$ cat src/rtl/buf_pkg.sv
// Shared definitions for the buffer block allocator.
// Holds the default geometry, the index-width derivation used by every file of the
// allocator, and the common index/count types for the default configuration.
package buf_pkg;

  localparam int unsigned NUM_BLOCKS_DEF = 16;
  localparam int unsigned NUM_PORTS_DEF  = 4;

  // Index width for a set of n items; never narrower than one bit.
  function automatic int unsigned idx_w(input int unsigned n);
    return (n > 1) ? $clog2(n) : 1;
  endfunction

  localparam int unsigned IDX_W_DEF  = idx_w(NUM_BLOCKS_DEF);
  localparam int unsigned PORT_W_DEF = idx_w(NUM_PORTS_DEF);

  typedef logic [IDX_W_DEF-1:0]  blk_idx_t;
  typedef logic [PORT_W_DEF-1:0] port_idx_t;
  typedef logic [IDX_W_DEF:0]    blk_cnt_t;

endpackage

$ cat src/rtl/buf_alloc_ctrl_if.sv
// Allocation / release bus between the write-port controllers, the read-side
// release logic and the block allocator.
//   master : requester side  - drives alloc_req, free_valid, free_idx, flush
//   slave  : allocator side  - drives alloc_gnt, alloc_idx, free_cnt, full,
//                              err_double_free (and alloc_stall_cnt)
// Optional macro BUF_ALLOC_STATS_EN adds the 16-bit alloc_stall_cnt signal.
interface buf_alloc_ctrl_if
  import buf_pkg::*;
#(
  parameter int unsigned NUM_BLOCKS = NUM_BLOCKS_DEF,
  parameter int unsigned NUM_PORTS  = NUM_PORTS_DEF
);

  localparam int unsigned IDX_W = idx_w(NUM_BLOCKS);

  logic [NUM_PORTS-1:0] alloc_req;
  logic [NUM_PORTS-1:0] alloc_gnt;
  logic [IDX_W-1:0]     alloc_idx;
  logic                 free_valid;
  logic [IDX_W-1:0]     free_idx;
  logic                 flush;
  logic [IDX_W:0]       free_cnt;
  logic                 full;
  logic                 err_double_free;
`ifdef BUF_ALLOC_STATS_EN
  logic [15:0]          alloc_stall_cnt;

  modport master (
    output alloc_req, free_valid, free_idx, flush,
    input  alloc_gnt, alloc_idx, free_cnt, full, err_double_free, alloc_stall_cnt
  );

  modport slave (
    input  alloc_req, free_valid, free_idx, flush,
    output alloc_gnt, alloc_idx, free_cnt, full, err_double_free, alloc_stall_cnt
  );
`else
  modport master (
    output alloc_req, free_valid, free_idx, flush,
    input  alloc_gnt, alloc_idx, free_cnt, full, err_double_free
  );

  modport slave (
    input  alloc_req, free_valid, free_idx, flush,
    output alloc_gnt, alloc_idx, free_cnt, full, err_double_free
  );
`endif

endinterface

$ cat src/rtl/buf_alloc_ctrl_rr_arbiter.sv
// Combinational round-robin arbiter.
// Searches req starting at position ptr, wrapping at N, and returns the first hit.
//   req  : request vector
//   ptr  : search start position
//   gnt  : one-hot grant (zero when nothing requests)
//   idx  : binary index of the granted position
//   any  : at least one request present
module rr_arbiter #(
  parameter int unsigned N = 4
) (
  input  logic [N-1:0]          req,
  input  logic [$clog2(N)-1:0]  ptr,
  output logic [N-1:0]          gnt,
  output logic [$clog2(N)-1:0]  idx,
  output logic                  any
);

  localparam int unsigned W = $clog2(N);

  always_comb begin
    int unsigned pos;
    logic [W-1:0] pidx;
    gnt  = '0;
    idx  = '0;
    any  = 1'b0;
    pos  = 0;
    pidx = '0;
    for (int unsigned i = 0; i < N; i++) begin
      pos = int'(ptr) + i;
      if (pos >= N) pos = pos - N;
      pidx = W'(pos);
      if (!any && req[pidx]) begin
        any       = 1'b1;
        gnt[pidx] = 1'b1;
        idx       = pidx;
      end
    end
  end

endmodule

$ cat src/rtl/buf_alloc_ctrl.sv
// Free-block allocator and round-robin arbiter for the shared multi-port buffer.
// Keeps a used/free bitmap (1 = used), grants at most one lowest-index free block per
// cycle to one requesting write port, and accepts one release per cycle.
// Ports:
//   clk, rst : clock, asynchronous active-high reset
//   bus      : buf_alloc_ctrl_if.slave - alloc_req/alloc_gnt/alloc_idx,
//              free_valid/free_idx, flush, free_cnt, full, err_double_free
// Optional macro BUF_ALLOC_STATS_EN adds bus.alloc_stall_cnt, a saturating count of
// cycles in which an eligible request found the buffer full.
module buf_alloc_ctrl
  import buf_pkg::*;
#(
  parameter int unsigned NUM_BLOCKS = NUM_BLOCKS_DEF,
  parameter int unsigned NUM_PORTS  = NUM_PORTS_DEF
) (
  input logic             clk,
  input logic             rst,
  buf_alloc_ctrl_if.slave bus
);

  localparam int unsigned IDX_W  = idx_w(NUM_BLOCKS);
  localparam int unsigned PORT_W = idx_w(NUM_PORTS);
  localparam int unsigned CNT_W  = IDX_W + 1;

  logic [NUM_BLOCKS-1:0] bitmap_q, bitmap_d;
  logic [NUM_PORTS-1:0]  gnt_q, gnt_d;
  logic [IDX_W-1:0]      idx_q, idx_d;
  logic [CNT_W-1:0]      cnt_q, cnt_d;
  logic                  err_q, err_d;
  logic [PORT_W-1:0]     rr_ptr_q, rr_ptr_d;

  logic [NUM_PORTS-1:0]  eligible;
  logic [NUM_PORTS-1:0]  arb_gnt;
  logic [PORT_W-1:0]     arb_idx;
  logic                  arb_any;

  logic [NUM_BLOCKS-1:0] blk_onehot;
  logic [IDX_W-1:0]      blk_sel;
  logic                  blk_avail;
  logic                  do_grant;
  logic                  rel_hit;
  logic                  dbl_free;
  logic                  full;

  // A port holding its grant this cycle sits out, so steady requesters alternate.
  assign eligible = bus.alloc_req & ~gnt_q;
  assign full     = (cnt_q == '0);

  rr_arbiter #(
    .N (NUM_PORTS)
  ) u_rr_arbiter (
    .req (eligible),
    .ptr (rr_ptr_q),
    .gnt (arb_gnt),
    .idx (arb_idx),
    .any (arb_any)
  );

  // First-zero finder: isolates the lowest clear bit; all-ones yields zero.
  assign blk_onehot = (bitmap_q + NUM_BLOCKS'(1)) & ~bitmap_q;
  assign blk_avail  = |blk_onehot;

  always_comb begin
    blk_sel = '0;
    for (int i = 0; i < NUM_BLOCKS; i++) begin
      if (blk_onehot[i]) blk_sel = blk_sel | IDX_W'(i);
    end
  end

  assign do_grant = arb_any & blk_avail & ~bus.flush;
  // Release checks the pre-allocation bitmap; a freshly granted block is never 1 there.
  assign rel_hit  = bus.free_valid &  bitmap_q[bus.free_idx];
  assign dbl_free = bus.free_valid & ~bitmap_q[bus.free_idx];

  always_comb begin
    bitmap_d = bitmap_q;
    gnt_d    = '0;
    idx_d    = idx_q;
    cnt_d    = cnt_q;
    err_d    = err_q;
    rr_ptr_d = rr_ptr_q;
    if (bus.flush) begin
      bitmap_d = '0;
      cnt_d    = CNT_W'(NUM_BLOCKS);
      err_d    = 1'b0;
      rr_ptr_d = '0;
    end else begin
      if (do_grant) begin
        bitmap_d = bitmap_d | blk_onehot;
        gnt_d    = arb_gnt;
        idx_d    = blk_sel;
        rr_ptr_d = (arb_idx == PORT_W'(NUM_PORTS - 1)) ? '0 : PORT_W'(arb_idx + PORT_W'(1));
      end
      if (rel_hit) bitmap_d[bus.free_idx] = 1'b0;
      if (dbl_free) err_d = 1'b1;
      // Grant needs a free block and release needs a used one, so no wrap is possible.
      cnt_d = cnt_q - CNT_W'(do_grant) + CNT_W'(rel_hit);
    end
  end

  always_ff @(posedge clk or posedge rst) begin
    if (rst) begin
      bitmap_q <= '0;
      gnt_q    <= '0;
      idx_q    <= '0;
      cnt_q    <= CNT_W'(NUM_BLOCKS);
      err_q    <= 1'b0;
      rr_ptr_q <= '0;
    end else begin
      bitmap_q <= bitmap_d;
      gnt_q    <= gnt_d;
      idx_q    <= idx_d;
      cnt_q    <= cnt_d;
      err_q    <= err_d;
      rr_ptr_q <= rr_ptr_d;
    end
  end

  assign bus.alloc_gnt       = gnt_q;
  assign bus.alloc_idx       = idx_q;
  assign bus.free_cnt        = cnt_q;
  assign bus.full            = full;
  assign bus.err_double_free = err_q;

`ifdef BUF_ALLOC_STATS_EN
  logic [15:0] stall_q, stall_d;

  always_comb begin
    stall_d = stall_q;
    if (bus.flush) begin
      stall_d = '0;
    end else if ((|eligible) && full && (stall_q != 16'hFFFF)) begin
      stall_d = stall_q + 16'd1;
    end
  end

  always_ff @(posedge clk or posedge rst) begin
    if (rst) begin
      stall_q <= '0;
    end else begin
      stall_q <= stall_d;
    end
  end

  assign bus.alloc_stall_cnt = stall_q;
`endif

endmodule

$ cat src/flat_wrapper.sv
// flat-port wrapper written by rule: the top's interface ports become plain ports
module buf_alloc_ctrl_flat import buf_pkg::*;
#(
  parameter int unsigned NUM_BLOCKS = NUM_BLOCKS_DEF,
  parameter int unsigned NUM_PORTS  = NUM_PORTS_DEF
)
  (clk, rst, bus_alloc_req, bus_free_valid, bus_free_idx, bus_flush, bus_alloc_gnt, bus_alloc_idx, bus_free_cnt, bus_full, bus_err_double_free);
  buf_alloc_ctrl_if #(.NUM_BLOCKS(NUM_BLOCKS), .NUM_PORTS(NUM_PORTS)) bus_i ();
  input logic clk;
  input logic rst;
  input wire logic [$bits(bus_i.alloc_req)-1:0] bus_alloc_req;
  input wire logic [$bits(bus_i.free_valid)-1:0] bus_free_valid;
  input wire logic [$bits(bus_i.free_idx)-1:0] bus_free_idx;
  input wire logic [$bits(bus_i.flush)-1:0] bus_flush;
  output wire logic [$bits(bus_i.alloc_gnt)-1:0] bus_alloc_gnt;
  output wire logic [$bits(bus_i.alloc_idx)-1:0] bus_alloc_idx;
  output wire logic [$bits(bus_i.free_cnt)-1:0] bus_free_cnt;
  output wire logic [$bits(bus_i.full)-1:0] bus_full;
  output wire logic [$bits(bus_i.err_double_free)-1:0] bus_err_double_free;
  assign bus_i.alloc_req = bus_alloc_req;
  assign bus_i.free_valid = bus_free_valid;
  assign bus_i.free_idx = bus_free_idx;
  assign bus_i.flush = bus_flush;
  assign bus_alloc_gnt = bus_i.alloc_gnt;
  assign bus_alloc_idx = bus_i.alloc_idx;
  assign bus_free_cnt = bus_i.free_cnt;
  assign bus_full = bus_i.full;
  assign bus_err_double_free = bus_i.err_double_free;
  buf_alloc_ctrl #(.NUM_BLOCKS(NUM_BLOCKS), .NUM_PORTS(NUM_PORTS)) u_core (.clk(clk), .rst(rst), .bus(bus_i));
endmodule
$ cat config.mk
export PLATFORM = sky130hd
export DESIGN_NAME = buf_alloc_ctrl_flat
export DESIGN_NICKNAME = d
export VERILOG_FILES = /design/src/rtl/buf_pkg.sv /design/src/rtl/buf_alloc_ctrl_if.sv /design/src/rtl/buf_alloc_ctrl_rr_arbiter.sv /design/src/rtl/buf_alloc_ctrl.sv /design/src/flat_wrapper.sv
export SDC_FILE = /design/constraint.sdc
export NUM_CORES = 1
export LEC_CHECK = 0
export BUFFER_PORTS_ARGS = -buffer_cell sky130_fd_sc_hd__buf_2
export CAP_MARGIN = 0
export CORE_AREA = 2 2 77 79
export CTS_CLUSTER_SIZE = 8
export DETAILED_ROUTE_END_ITERATION = 6
export DIE_AREA = 0 0 79 81
export PLACE_DENSITY = 0.64
export SLEW_MARGIN = 20
export SYNTH_ARGS = -nofsm -noshare
export SYNTH_HDL_FRONTEND = slang
export SYNTH_SLANG_ARGS = --single-unit
export TNS_END_PERCENT = 1
$ cat constraint.sdc
create_clock -name clk -period 6.5 [get_ports clk]
set_input_delay 0.65 -clock clk [delete_from_list [all_inputs] [get_ports clk]]
set_output_delay 0.65 -clock clk [all_outputs]
set_load 0.01 [all_outputs]
; Word level (Yosys, flattened, before mapping)
; Cells that the tools add are included.
[op_classes]
n_addsub = 11
order_cmp = 14
n_eq_ne = 1
n_mux = 63
n_bitwise = 16
n_reduce_logical = 16
[op_table]
columns = cell, count
row1 = $mux W16, 4
row2 = $mux W4, 14
row3 = $and A16 B16 Y16, 2
row4 = $not A16 Y16, 2
row5 = $mux W2, 13
row6 = $mux W1, 17
row7 = $add A16 B1 Y16 const B, 1
row8 = $or A16 B16 Y16, 1
row9 = $reduce_or A16 Y1, 1
row10 = $lt A2 B3 Y1 const B, 4
row11 = $mux W3, 4
row12 = $or A4 B4 Y4, 3
row13 = $ge A3 B3 Y1 const B, 3
row14 = $bmux W1 S2, 4
row15 = $demux W1 S2, 4
row16 = $ge A2 B1 Y1 const B, 4
row17 = $logic_and A1 B1 Y1, 8
row18 = $sub A2 B1 Y2 const B, 4
row19 = $add A2 B2 Y3 const B, 2
row20 = $add A5 B1 Y5, 1
row21 = $logic_not A5 Y1, 1
row22 = $lt A4 B5 Y1 const B, 1
row23 = $mux W5, 1
row24 = $sub A5 B1 Y5, 1
row25 = other kinds (14), 21
[word_totals]
register_bits = 32
in_bits = 12
out_inout_bits = 15
word_cells = 127

; Logic depth before layout (Yosys ltp)
; Gate-level depths: netlist (run 1).
[depth]
word_depth = 21
mapped_depth = 19
mapped_depth_nobuf = 16

; Hierarchy
; From an unflattened synthesis (run 1), not the netlist that was laid out.
[unflattened]
hier_cells = 236
hier_area_um2 = 2337.2
[by_module_without_submodules]
columns = mod, n_inst, cells_each, area_per_inst_um2, seq_area_each_um2
row1 = buf_alloc_ctrl, 1, 191, 1915.6, 802.0
row2 = rr_arbiter, 1, 45, 421.7, 0.0

; Worst setup path after synthesis (run 1)
; OpenSTA, ideal clock, no wires.
[synth_timing]
kind = input port to flip-flop
from = input port bus_free_idx[0]
to = register u_core.cnt_q[4], in the netlist u_core.bus.free_cnt[4]
setup_ps = 77
arrival_ps = 3214
required_time_ps = 6423
slack_ps = 3209
path_stages = 12
n_path_buf = 1
cell_sequence = clkbuf_1 -> mux4_2 -> mux4_2 -> and2_1 -> ha_1 -> inv_1 -> fa_1 -> inv_1 -> a21oi_1 -> nor2_1 -> or3_1 -> a21o_1
[synth_via]
elab_chain_cells = 5
[synth_lines]
columns = element, line
row1 = from (decl), flat_wrapper.sv:13  ; input wire logic [$bits(bus_i.free_idx)-1:0] bus_free_idx;
row2 = $bmux W1 S4, buf_alloc_ctrl.sv:72  ; assign rel_hit = bus.free_valid & bitmap_q[bus.free_idx];
row3 = $mux W1 (not written as such), buf_alloc_ctrl.sv:72
row4 = $and A1 B1 Y1, buf_alloc_ctrl.sv:72
row5 = $add A5 B1 Y5, buf_alloc_ctrl.sv:97  ; cnt_d = cnt_q - CNT_W'(do_grant) + CNT_W'(rel_hit);
row6 = $mux W5, buf_alloc_ctrl.sv:82  ; if (bus.flush) begin
row7 = net u_core.cnt_d[4], buf_alloc_ctrl.sv:28  ; logic [CNT_W-1:0] cnt_q, cnt_d;
row8 = to (signal assigned), buf_alloc_ctrl.sv:106  ; cnt_q <= CNT_W'(NUM_BLOCKS);
row9 = to (signal assigned), buf_alloc_ctrl.sv:113  ; cnt_q <= cnt_d;
row10 = to (decl), buf_alloc_ctrl.sv:28
; The timed path passes the listed nets, and every way through them passes these cells. The select of a mux whose other input is x is not followed.
; A chain may end at the register's enable or synchronous reset.

; Final worst setup path (run 1)
[layout_timing]
from = register u_core.bitmap_q[0]
to = register u_core.cnt_q[4], in the netlist u_core.bus.free_cnt[4]
[layout_via]
elab_chain_cells = 8
word_cells_on_any_way = 12
cone_classes = 3 x add/sub / 3 x mux / 5 x bitwise / 1 x reduce/logical
[layout_lines]
columns = element, line
row1 = from (decl), buf_alloc_ctrl.sv:25  ; logic [NUM_BLOCKS-1:0] bitmap_q, bitmap_d;
row2 = from (signal assigned), buf_alloc_ctrl.sv:110  ; bitmap_q <= bitmap_d;
row3 = $add A16 B1 Y16 or $not A16 Y16 (tied branches), buf_alloc_ctrl.sv:60  ; assign blk_onehot = (bitmap_q + NUM_BLOCKS'(1)) & ~bitmap_q;
row4 = $and A16 B16 Y16, buf_alloc_ctrl.sv:60
row5 = $reduce_or A16 Y1, buf_alloc_ctrl.sv:61  ; assign blk_avail = |blk_onehot;
row6 = $and A1 B1 Y1 (2 in a row), buf_alloc_ctrl.sv:70  ; assign do_grant = arb_any & blk_avail & ~bus.flush;
row7 = $sub A5 B1 Y5, buf_alloc_ctrl.sv:97
row8 = $add A5 B1 Y5 (*), buf_alloc_ctrl.sv:97
row9 = $mux W5 (*), buf_alloc_ctrl.sv:82
row10 = net u_core.cnt_d[4], buf_alloc_ctrl.sv:28
; The timed path passes the listed nets; every way through them passes the cells marked *. The select of a mux whose other input is x is not followed.

==> impl_metrics.toml, run 1 <==
[global_route]
grt_pass1_wl_mm = 8.33
top_usage_layer = "met2"
grt_pass1_vias = 1707
grt_util_met1 = 0.240
grt_max_degree = 33
antenna_found_initial = 0
gr-usage-met2 = 0.255
grt_overflow = 0
use_met3 = 0.0278
grt_usage = 0.167

[setup_path]
path_max_fanout = 12
ff2ff_setup_slack_ns = 3.07
worstSetupPathType = "reg2reg"
crit_required_ns = 6.72
crit_slowest_cell = "dfrtp_1"
endpoint = "u_core.bus.free_cnt[4]$_DFF_PP1_"
reg2regPathDepth = 16
startpoint_type = "flip-flop"
path_cells = "nand4_1 -> nor2_1 -> nand3_1 -> o21a_1 -> nand2b_1 -> inv_1 -> ha_1 -> inv_1 -> ha_1 -> inv_1 -> fa_1 -> inv_1 -> a21oi_1 -> nor2_1 -> or3_1 -> a21o_1"
cp-startpoint = "u_core.bitmap_q[0]$_DFF_PP0_"
r2r_end = "u_core.bus.free_cnt[4]$_DFF_PP1_"
cp_common_cell = "inv_1"
cp_data_arrival_time_ns = 3.65
slowest_delay_ns = 0.47
critPathCaptureType = "flip-flop"
reg2reg_from = "u_core.bitmap_q[0]$_DFF_PP0_"

[timing]
finalClockSkew_ns = 0.00413
finalHoldViolations = 0
final-setup-viol-count = 0
max_slew_margin = 0.478
tightest_slew_ns = 0.781
drv_slew = 0
fmax_ghz = 0.291
fin_crit_sh = 0.528
rsz0062_at_grt = "false"
finalSetupTns_ns = 0
fin_crit_ns = 3.43

[clocking]
cts_root_buffer = "clkbuf_8"
ctsResizeCount = 0
htreeDepth = 2
hold_buffers = 0
cts.clk_slew.worst_paths_ns = 0.07
cts.path.max_buffers = 2
insertion_delay_ns = 0.28
cts_buffers = 5
cts_sinks = 32
cts_setup_buffers = 0
cts_tree = "yes"

[logic_synthesis]
postSynth.asyncResetShare = 1.00
synth_enable_flop_cells = 0
synthesis.nets = 250
syn_area_um2 = 2180
synth_ff_type = "dfrtp_1"
yosysSeqAreaShare = 0.367
synth.avg_cell_area_um2 = 9.75
synth_cells = 224
yosys_register_bits = 32
yosysWarnings = 0
synth_cell_types = 58

[min_path]
hold_path_class = "in2async"

[floorplanning]
die_area_um2 = 6400
io_pins = 27
core_area_um2 = 5680
die_x_um = 79
rows = 28
start_util = 0.385
die_h_um = 81

[pwr]
p_per_area_nw_per_um2 = 326
ir_worst_vdd_uv = 116
leakage_uw = 0.00107

[drt]
avgRoutedWirePerCell_um = 15.0
dr.pass1.iters = 4
ant_nets = 0
drc = 0
via_count = 1788
vias_per_cell = 5.50
drt_iter0_drc = 140
finalWirelength_mm = 4.88

[job]
max_cap_viol_count = 0

[finish]
drive_gt1_frac = 0.224
fin_area_um2 = 2460
final_cell_mix = "dfrtp_1, buf_2, nor2_1, inv_1"
antenna_cells = 0
nets = 275
synthToLayoutAreaGrowth_pct = 12.5
final_common_cell = "dfrtp_1"
finish.utilization = 0.433

[place]
io_buffer_count = 26
routabilityCongestion = 0.893
placed_cell_area_um2 = 2360
place_hpwl_mm = 3.61

[status]
outcome = "completed"
-- layout make-up --
| cell class | count | area (um2) |
|---|---|---|
| clock buffers | 6 | 82.6 |
| flip-flops and latches | 32 | 802 |
| repair buffers | 27 | 138 |
| clock inverters | 2 | 10.0 |
| well taps | 75 | 93.8 |
| multi-input cells | 166 | 1260 |
| fillers | 559 | 3220 |
| inverters | 17 | 66.3 |
-- routing by layer --
metal	wire length [um]	share of wire	vias to the layer above
met3	231	0.047	7
met2	2240	0.46	49
met5	0	0	-
met1	2340	0.48	847
met4	66	0.014	0
li1	-	-	885
-- cells by family (layout without fill, tap and decap cells) --
group	after synthesis	after routing	synth area share
AOI/OAI and AO/OA	68	68	0.223
and+or+nand+nor	69	69	0.171
muxes	12	12	0.0888
xor gates and xnor gates	3	3	0.0120
DFF	32	32	0.367
adders and majority gates	14	14	0.0837
buffers and inverters	26	52	0.0539
-- sequential cells by signal, summed over array words and instances, names as in the netlist --
name	count
u_core.bitmap_q	16
u_core.bus.alloc_gnt	4
u_core.bus.alloc_idx	4
u_core.bus.err_double_free	1
u_core.bus.free_cnt	5
u_core.rr_ptr_q	2
-- synth_stat cells (4+ instances only) --
cell type,instances,share of area
ha_1,13,0.075
a21oi_1,13,0.030
mux4_2,5,0.052
clkbuf_1,5,0.0086
dfrtp_1,31,0.36
nand3_1,6,0.014
a222oi_1,4,0.018
nand2_1,15,0.026
a211oi_1,15,0.052
inv_1,16,0.028
nor2_1,16,0.028
a31oi_1,5,0.014
nor3_1,4,0.0092
o21ai_0,10,0.023
-- worst min-delay path by stage --
stage          depth (start not counted)                                endpoint
2_1_floorplan                          2     u_core.bus.alloc_idx[0]$_DFFE_PP0P_
3_3_place_gp                           2  u_core.bus.err_double_free$_DFFE_PP0P_
3_5_place_dp                           2     u_core.bus.alloc_idx[0]$_DFFE_PP0P_
4_1_cts                                3        u_core.bus.free_cnt[1]$_DFF_PP0_
5_1_grt                                3        u_core.bus.free_cnt[0]$_DFF_PP0_
6_report                               3        u_core.bus.free_cnt[0]$_DFF_PP0_
-- report_power, final --
part           switching [uW]  internal (uW)
Clock                    73.1           84.4
Combinational             204            169
Sequential               36.9            232
Total                     314            486
-- through the flow --
step	setup slack [ns]	std cells	total power (uW)	hold WS (ns)
floorplan	3.21	224	556	0.514
global placement	2.93	317	640	0.477
detailed placement	2.84	317	642	0.488
CTS	3.08	325	803	0.455
global route	2.72	325	869	0.497
finish	3.07	325	800	0.443
-- worst max-delay path: cells and delay by family (launching register included) --
kind	cells	cell delay [ns]
buffers and inverters	4	0.24
AND/OR/NAND/NOR	6	1.41
AO/OA/AOI/OAI	3	0.56
adder cells (fa/ha/maj)	3	0.67
flip-flops	1	0.47
Note: power is estimated with default switching activity, not from simulation.
==> inputs of run 2 (changes only) <==
ABC_AREA = 1   (was unset)
CORE_AREA = 2 2 86 88   (was 2 2 77 79)
DIE_AREA = 0 0 88 90   (was 0 0 79 81)
PLACE_DENSITY = 0.65   (was 0.64)
clock period = 2.9 ns   (was 6.5 ns; I/O delays follow)
==> impl_metrics.toml, run 2 <==
[logic_synthesis]
synth_simple_gate_area_share = 0.420
yosys.cell_count.top_type = "nand2_1"
synth_fa_ha_area_frac = 0.0672
synthesis.nets = 442
yosysWarnings = 0
synth-xor-area-share = 0.00322
synth_commonest_cells = "nand2_1, inv_1, nor2_1, nand3_1, a21oi_1"
yosysSeqAreaShare = 0.295
ys_top_cells_by_area = "dfrtp_1, nand2_1, nand3_1, inv_1, nor2_1"
synth_top_family_by_area = "simple AND/OR/NAND/NOR gates"
synth_ff_type = "dfrtp_1"
synth_area_leader_cell = "dfrtp_1"
synth_cell_types = 36
postSynth.asyncResetShare = 1.00
synth_compound_area_frac = 0.100
synth.avg_cell_area_um2 = 6.54
synthMuxAreaShare = 0
yosys_register_bits = 32
synth_cells = 416
synth_top_area_frac = 0.285
syn_area_um2 = 2720
synth_enable_flop_cells = 0

[timing]
tightest_slew_ns = 0.613
max_slew_margin = 0.591
drv_slew = 0
final-setup-viol-count = 0
fin_crit_sh = 0.945
finalSetupTns_ns = 0
finalClockSkew_ns = 0.00442
fmax_ghz = 0.365
finalHoldViolations = 0
fin_hold_ws_ns = 0.0784
rsz0062_at_grt = "false"
fin_crit_ns = 2.74

[setup_path]
path_max_fanout = 4
reg2regPathDepth = 20
ff2ff_setup_slack_ns = 0.16
crit_required_ns = 3.09
critPathCaptureType = "flip-flop"
cp_data_arrival_time_ns = 2.94
startpoint_type = "flip-flop"
reg2reg_from = "u_core.rr_ptr_q[0]$_DFFE_PP0P_"
r2r_end = "u_core.bus.free_cnt[4]$_DFF_PP1_"
worstSetupPathType = "reg2reg"

[clocking]
cts_root_buffer = "clkbuf_8"
cts_tree = "yes"
cts_buffers = 5
cts_sinks = 32
hold_buffers = 0
htreeDepth = 2
cts.path.max_buffers = 2
cts.clk_slew.worst_paths_ns = 0.07
insertion_delay_ns = 0.29

[drt]
dr.pass1.iters = 4
via_count = 2887
drt_iter0_drc = 172
finalWirelength_mm = 7.36
vias_per_cell = 5.13
ant_nets = 0
avgRoutedWirePerCell_um = 13.1
drc = 0

[place]
routabilityCongestion = 0.976
place_hpwl_mm = 5.45
placedCellCount = 542
io_buffer_count = 26

[finish]
top_register = "u_core.bitmap_q"
synthToLayoutAreaGrowth_pct = 21.3
final_common_cell = "nand2_1"
nets = 489
final_cell_mix = "nand2_1, inv_1, nor2_1"
drive_gt1_frac = 0.241
stdcell_count = 563
antenna_cells = 0
largest_register_ffs = 16

[floorplanning]
core_area_um2 = 7020
rows = 31
start_util = 0.387
die_area_um2 = 7920
die_h_um = 90
die_x_um = 88
io_pins = 27

[pwr]
ir_worst_vdd_uv = 256
p_per_area_nw_per_um2 = 765
leakage_uw = 0.00165

[status]
outcome = "completed"

[global_route]
grt_max_degree = 38
grt_usage = 0.189
grt_pass1_wl_mm = 12.1
grt_overflow = 0
antenna_found_initial = 0
grt_pass1_vias = 2591

[min_path]
hold_path_class = "in2async"

[job]
max_cap_viol_count = 0
[run 2: changes by cell type in the layout (fill, tap and decap cells not counted), moves of 11 or more]
| cell | delta |
|---|---|
| inv_2 | +11 |
| a211oi_1 | -15 |
| nand3_1 | +35 |
| nand4_1 | +18 |
| buf_4 | +22 |
| inv_1 | +37 |
| nor2_1 | +30 |
| a21oi_1 | +21 |
| nand2_1 | +82 |
[run 2: worst max-delay path, stage by stage (launching register included)]
cell and delay [ns]:
dfrtp_2 0.45, inv_8 0.07, ha_4 0.20, inv_2 0.06, nand3_2 0.09, nand2_4 0.10, nand2_4 0.06, nor2_4 0.13
nand3_4 0.09, nand2_4 0.09, nor2_4 0.05, ha_4 0.20, inv_1 0.05, ha_2 0.17, inv_2 0.04, fa_2 0.35
inv_2 0.06, nand2_1 0.05, a21oi_2 0.13, nor3_1 0.05, nand3b_1 0.15
[run 2: cell families after synthesis]
group | Yosys count
adders and majority gates | 14
AOI/OAI and AO/OA | 50
DFF | 32
xor gates and xnor gates | 1
buffers and inverters | 76
and+or+nand+nor | 243
[run 2: report_power, final]
part           switching, uW  total, uW  leakage, uW  internal, uW
registers               67.4        604     0.000420           537
logic                    928       1550      0.00118           627
clock network            173        366    0.0000445           193
[run 2: layout make-up]
| type | count | area [um2] |
|---|---|---|
| well taps | 99 | 124 |
| multi-input cells | 308 | 1700 |
| repair buffers | 50 | 314 |
| clock inverters | 1 | 7.51 |
| inverters | 66 | 258 |
| clock buffers | 7 | 86.3 |
| fillers | 714 | 3720 |
| flip-flops and latches | 32 | 810 |
[run 2: worst max-delay path by stage]
stage                                    from  slack, ns  cells past startpoint                          endpoint
2_1_floorplan  u_core.rr_ptr_q[0]$_DFFE_PP0P_      0.009                     21  u_core.bus.free_cnt[4]$_DFF_PP1_
3_3_place_gp   u_core.rr_ptr_q[0]$_DFFE_PP0P_       0.07                     20  u_core.bus.free_cnt[4]$_DFF_PP1_
3_5_place_dp   u_core.rr_ptr_q[0]$_DFFE_PP0P_      -0.03                     20  u_core.bus.free_cnt[4]$_DFF_PP1_
4_1_cts        u_core.rr_ptr_q[0]$_DFFE_PP0P_      0.007                     20  u_core.bus.free_cnt[4]$_DFF_PP1_
5_1_grt        u_core.rr_ptr_q[0]$_DFFE_PP0P_      0.006                     19  u_core.bus.free_cnt[4]$_DFF_PP1_
6_report       u_core.rr_ptr_q[0]$_DFFE_PP0P_       0.16                     20  u_core.bus.free_cnt[4]$_DFF_PP1_
[run 2: stage by stage]
step / power (uW) / setup WS [ns] / utilization / instance area (um2)
final: 2520 / 0.158 / 0.470 / 3300
after detailed placement: 1960 / -0.0310 / 0.432 / 3030
after CTS: 2330 / 0.00694 / 0.446 / 3130
after global placement: 1950 / 0.0713 / 0.432 / 3030
after floorplan: 1630 / 0.00879 / - / 2760
after global routing: 2750 / 0.00583 / 0.470 / 3300
[run 2: per-layer routing]
metal  GRT usage  up-vias  share of wire
met2       0.296       94           0.48
met4      0.0654        0          0.016
met5           0        -              0
met1       0.261     1335           0.45
li1            -     1446              -
met3      0.0312       12          0.048
[run 2: repair_timing]
| action | 4_1_cts | 5_1_grt |
|---|---|---|
| gates cloned | 0 | 0 |
| setup endpoints to repair | 1 | 1 |
| pin swaps | 1 | 8 |
| hold endpoints to repair | 0 | 0 |
| buffers inserted | 0 | 13 |
| resized for setup | 1 | 23 |
==> inputs of run 3 (changes only) <==
PLACE_DENSITY = 0.63   (was 0.65)
clock period = 3.1 ns   (was 2.9 ns; I/O delays follow)
==> impl_metrics.toml, run 3 (same netlist as run 2, synthesis figures left out) <==
[timing]
tightest_slew_ns = 0.617
fin_crit_ns = 2.90
fmax_ghz = 0.345
drv_slew = 0
fin_ws_ns = 0.201
fin_crit_sh = 0.935
max_slew_margin = 0.588
finalHoldViolations = 0
finalClockSkew_ns = 0.0107
final-setup-viol-count = 0

[setup_path]
startpoint_type = "flip-flop"
r2r_end = "u_core.bus.free_cnt[4]$_DFF_PP1_"
crit_required_ns = 3.30
path_cells = "inv_1 -> ha_4 -> inv_1 -> nand3_1 -> nand2_2 -> nand2_2 -> nor2_4 -> nand3_4 -> nand2_4 -> nor2_4 -> ha_1 -> inv_1 -> ha_1 -> inv_1 -> fa_1 -> inv_1 -> nand2_1 -> a21oi_2 -> nor3_1 -> nand3b_1"
reg2regPathDepth = 20
reg2reg_from = "u_core.rr_ptr_q[1]$_DFFE_PP0P_"
slowest_delay_ns = 0.37
endpoint = "u_core.bus.free_cnt[4]$_DFF_PP1_"
worstSetupPathType = "reg2reg"
path_max_fanout = 5
cp_data_arrival_time_ns = 3.09
cp-startpoint = "u_core.rr_ptr_q[1]$_DFFE_PP0P_"
ff2ff_setup_slack_ns = 0.20
crit_slowest_cell = "dfrtp_1"
cp_common_cell = "inv_1"
critPathCaptureType = "flip-flop"

[pwr]
leakage_uw = 0.00156
p_per_area_nw_per_um2 = 692
ir_worst_vdd_uv = 273

[finish]
top_register = "u_core.bitmap_q"
antenna_cells = 0
fin_area_um2 = 3100
finish.utilization = 0.442
nets = 475
largest_register_ffs = 16
final_common_cell = "nand2_1"
synthToLayoutAreaGrowth_pct = 14.0
final_cell_mix = "nand2_1, inv_1, nor2_1"
drive_gt1_frac = 0.169

[global_route]
grt_pass1_vias = 2507
grt_max_degree = 38
antenna_found_initial = 0
grt_pass1_wl_mm = 11.8
grt_overflow = 0
grt_usage = 0.185

[place]
placed_cell_area_um2 = 2990
routabilityCongestion = 0.903
place_hpwl_mm = 5.36
place_ws_ns = 0.109
io_buffer_count = 26

[drt]
via_count = 2757
ant_nets = 0
vias_per_cell = 5.02
finalWirelength_mm = 7.01
drc = 0
drt_iter0_drc = 177
avgRoutedWirePerCell_um = 12.8
dr.pass1.iters = 4

[clocking]
cts.path.max_buffers = 2
cts_buffers = 5
htreeDepth = 2
cts_root_buffer = "clkbuf_8"
cts_tree = "yes"
cts.clk_slew.worst_paths_ns = 0.07
cts_sinks = 32
hold_buffers = 0
insertion_delay_ns = 0.29
cts_setup_buffers = 0

[floorplanning]
rows = 31
die_x_um = 88
die_area_um2 = 7920
core_area_um2 = 7020
start_util = 0.387
io_pins = 27
die_h_um = 90

[status]
outcome = "completed"

[job]
max_cap_viol_count = 0

[min_path]
hold_path_class = "in2async"
[run 3: changes by cell type in the layout (fill, tap and decap cells not counted), sizes merged]
cell / before / now
buf: 50 / 36
clkbuf: 7 / 6
clkinv: 0 / 3
clkinvlp: 1 / 0
inv: 66 / 65
[run 3: per-stage QoR]
stage	setup TNS, ns	cells	total power (uW)	hold slack (ns)
2_1_floorplan	0	416	1460	0.375
3_3_place_gp	0	541	1760	0.425
3_5_place_dp	0	541	1770	0.427
4_1_cts	0	549	2120	0.113
5_1_grt	-0.0261	549	2360	0.146
6_report	0	549	2150	0.103
[run 3: final cells by class]
type,count,area [um2]
clock inverter,2,10.0
inverter,66,251
tap,99,124
sequential,32,803
timing repair buffer,36,205
clock buffer,6,82.6
fill,751,3920
multi-input combinational,308,1620
[run 3: worst max-delay path: cells and delay by family, from the launching register on]
kind	cells	cell delay (ns)
flip-flops	1	0.37
AO/OA/AOI/OAI	1	0.15
AND/OR/NAND/NOR	10	0.94
adder cells (fa/ha/maj)	4	0.98
buffers and inverters	5	0.36
[run 3: metal layers]
layer | track usage | share of wire | up-vias | routed length [um]
li1 | - | - | 1423 | -
met1 | 0.255 | 0.47 | 1245 | 3280
met2 | 0.294 | 0.46 | 77 | 3230
met3 | 0.0349 | 0.057 | 12 | 397
met4 | 0.0526 | 0.015 | 0 | 104
met5 | 0 | 0 | - | 0
[run 3: timing repair]
item	4_1_cts	5_1_grt
endpoints found under the hold margin	0	0
gates resized for setup	0	4
setup endpoints to repair	0	1
[run 3: report_power, final]
group	internal, uW	switching [uW]
combinational	456	798
sequential	501	55.8
clock	177	159
total	1130	1010
[run 3: worst min path at each step]
stage	from	to	slack, ns	cells past startpoint
floorplan	bus_flush	u_core.bus.free_cnt[0]$_DFF_PP0_	0.38	1
global placement	rst	u_core.bus.alloc_idx[1]$_DFFE_PP0P_	0.43	3
detailed placement	rst	u_core.bus.alloc_idx[2]$_DFFE_PP0P_	0.43	3
CTS	rst	u_core.bus.free_cnt[2]$_DFF_PP0_	0.11	3
global route	rst	u_core.bus.alloc_idx[2]$_DFFE_PP0P_	0.15	3
finish	rst	u_core.bus.alloc_idx[2]$_DFFE_PP0P_	0.10	3
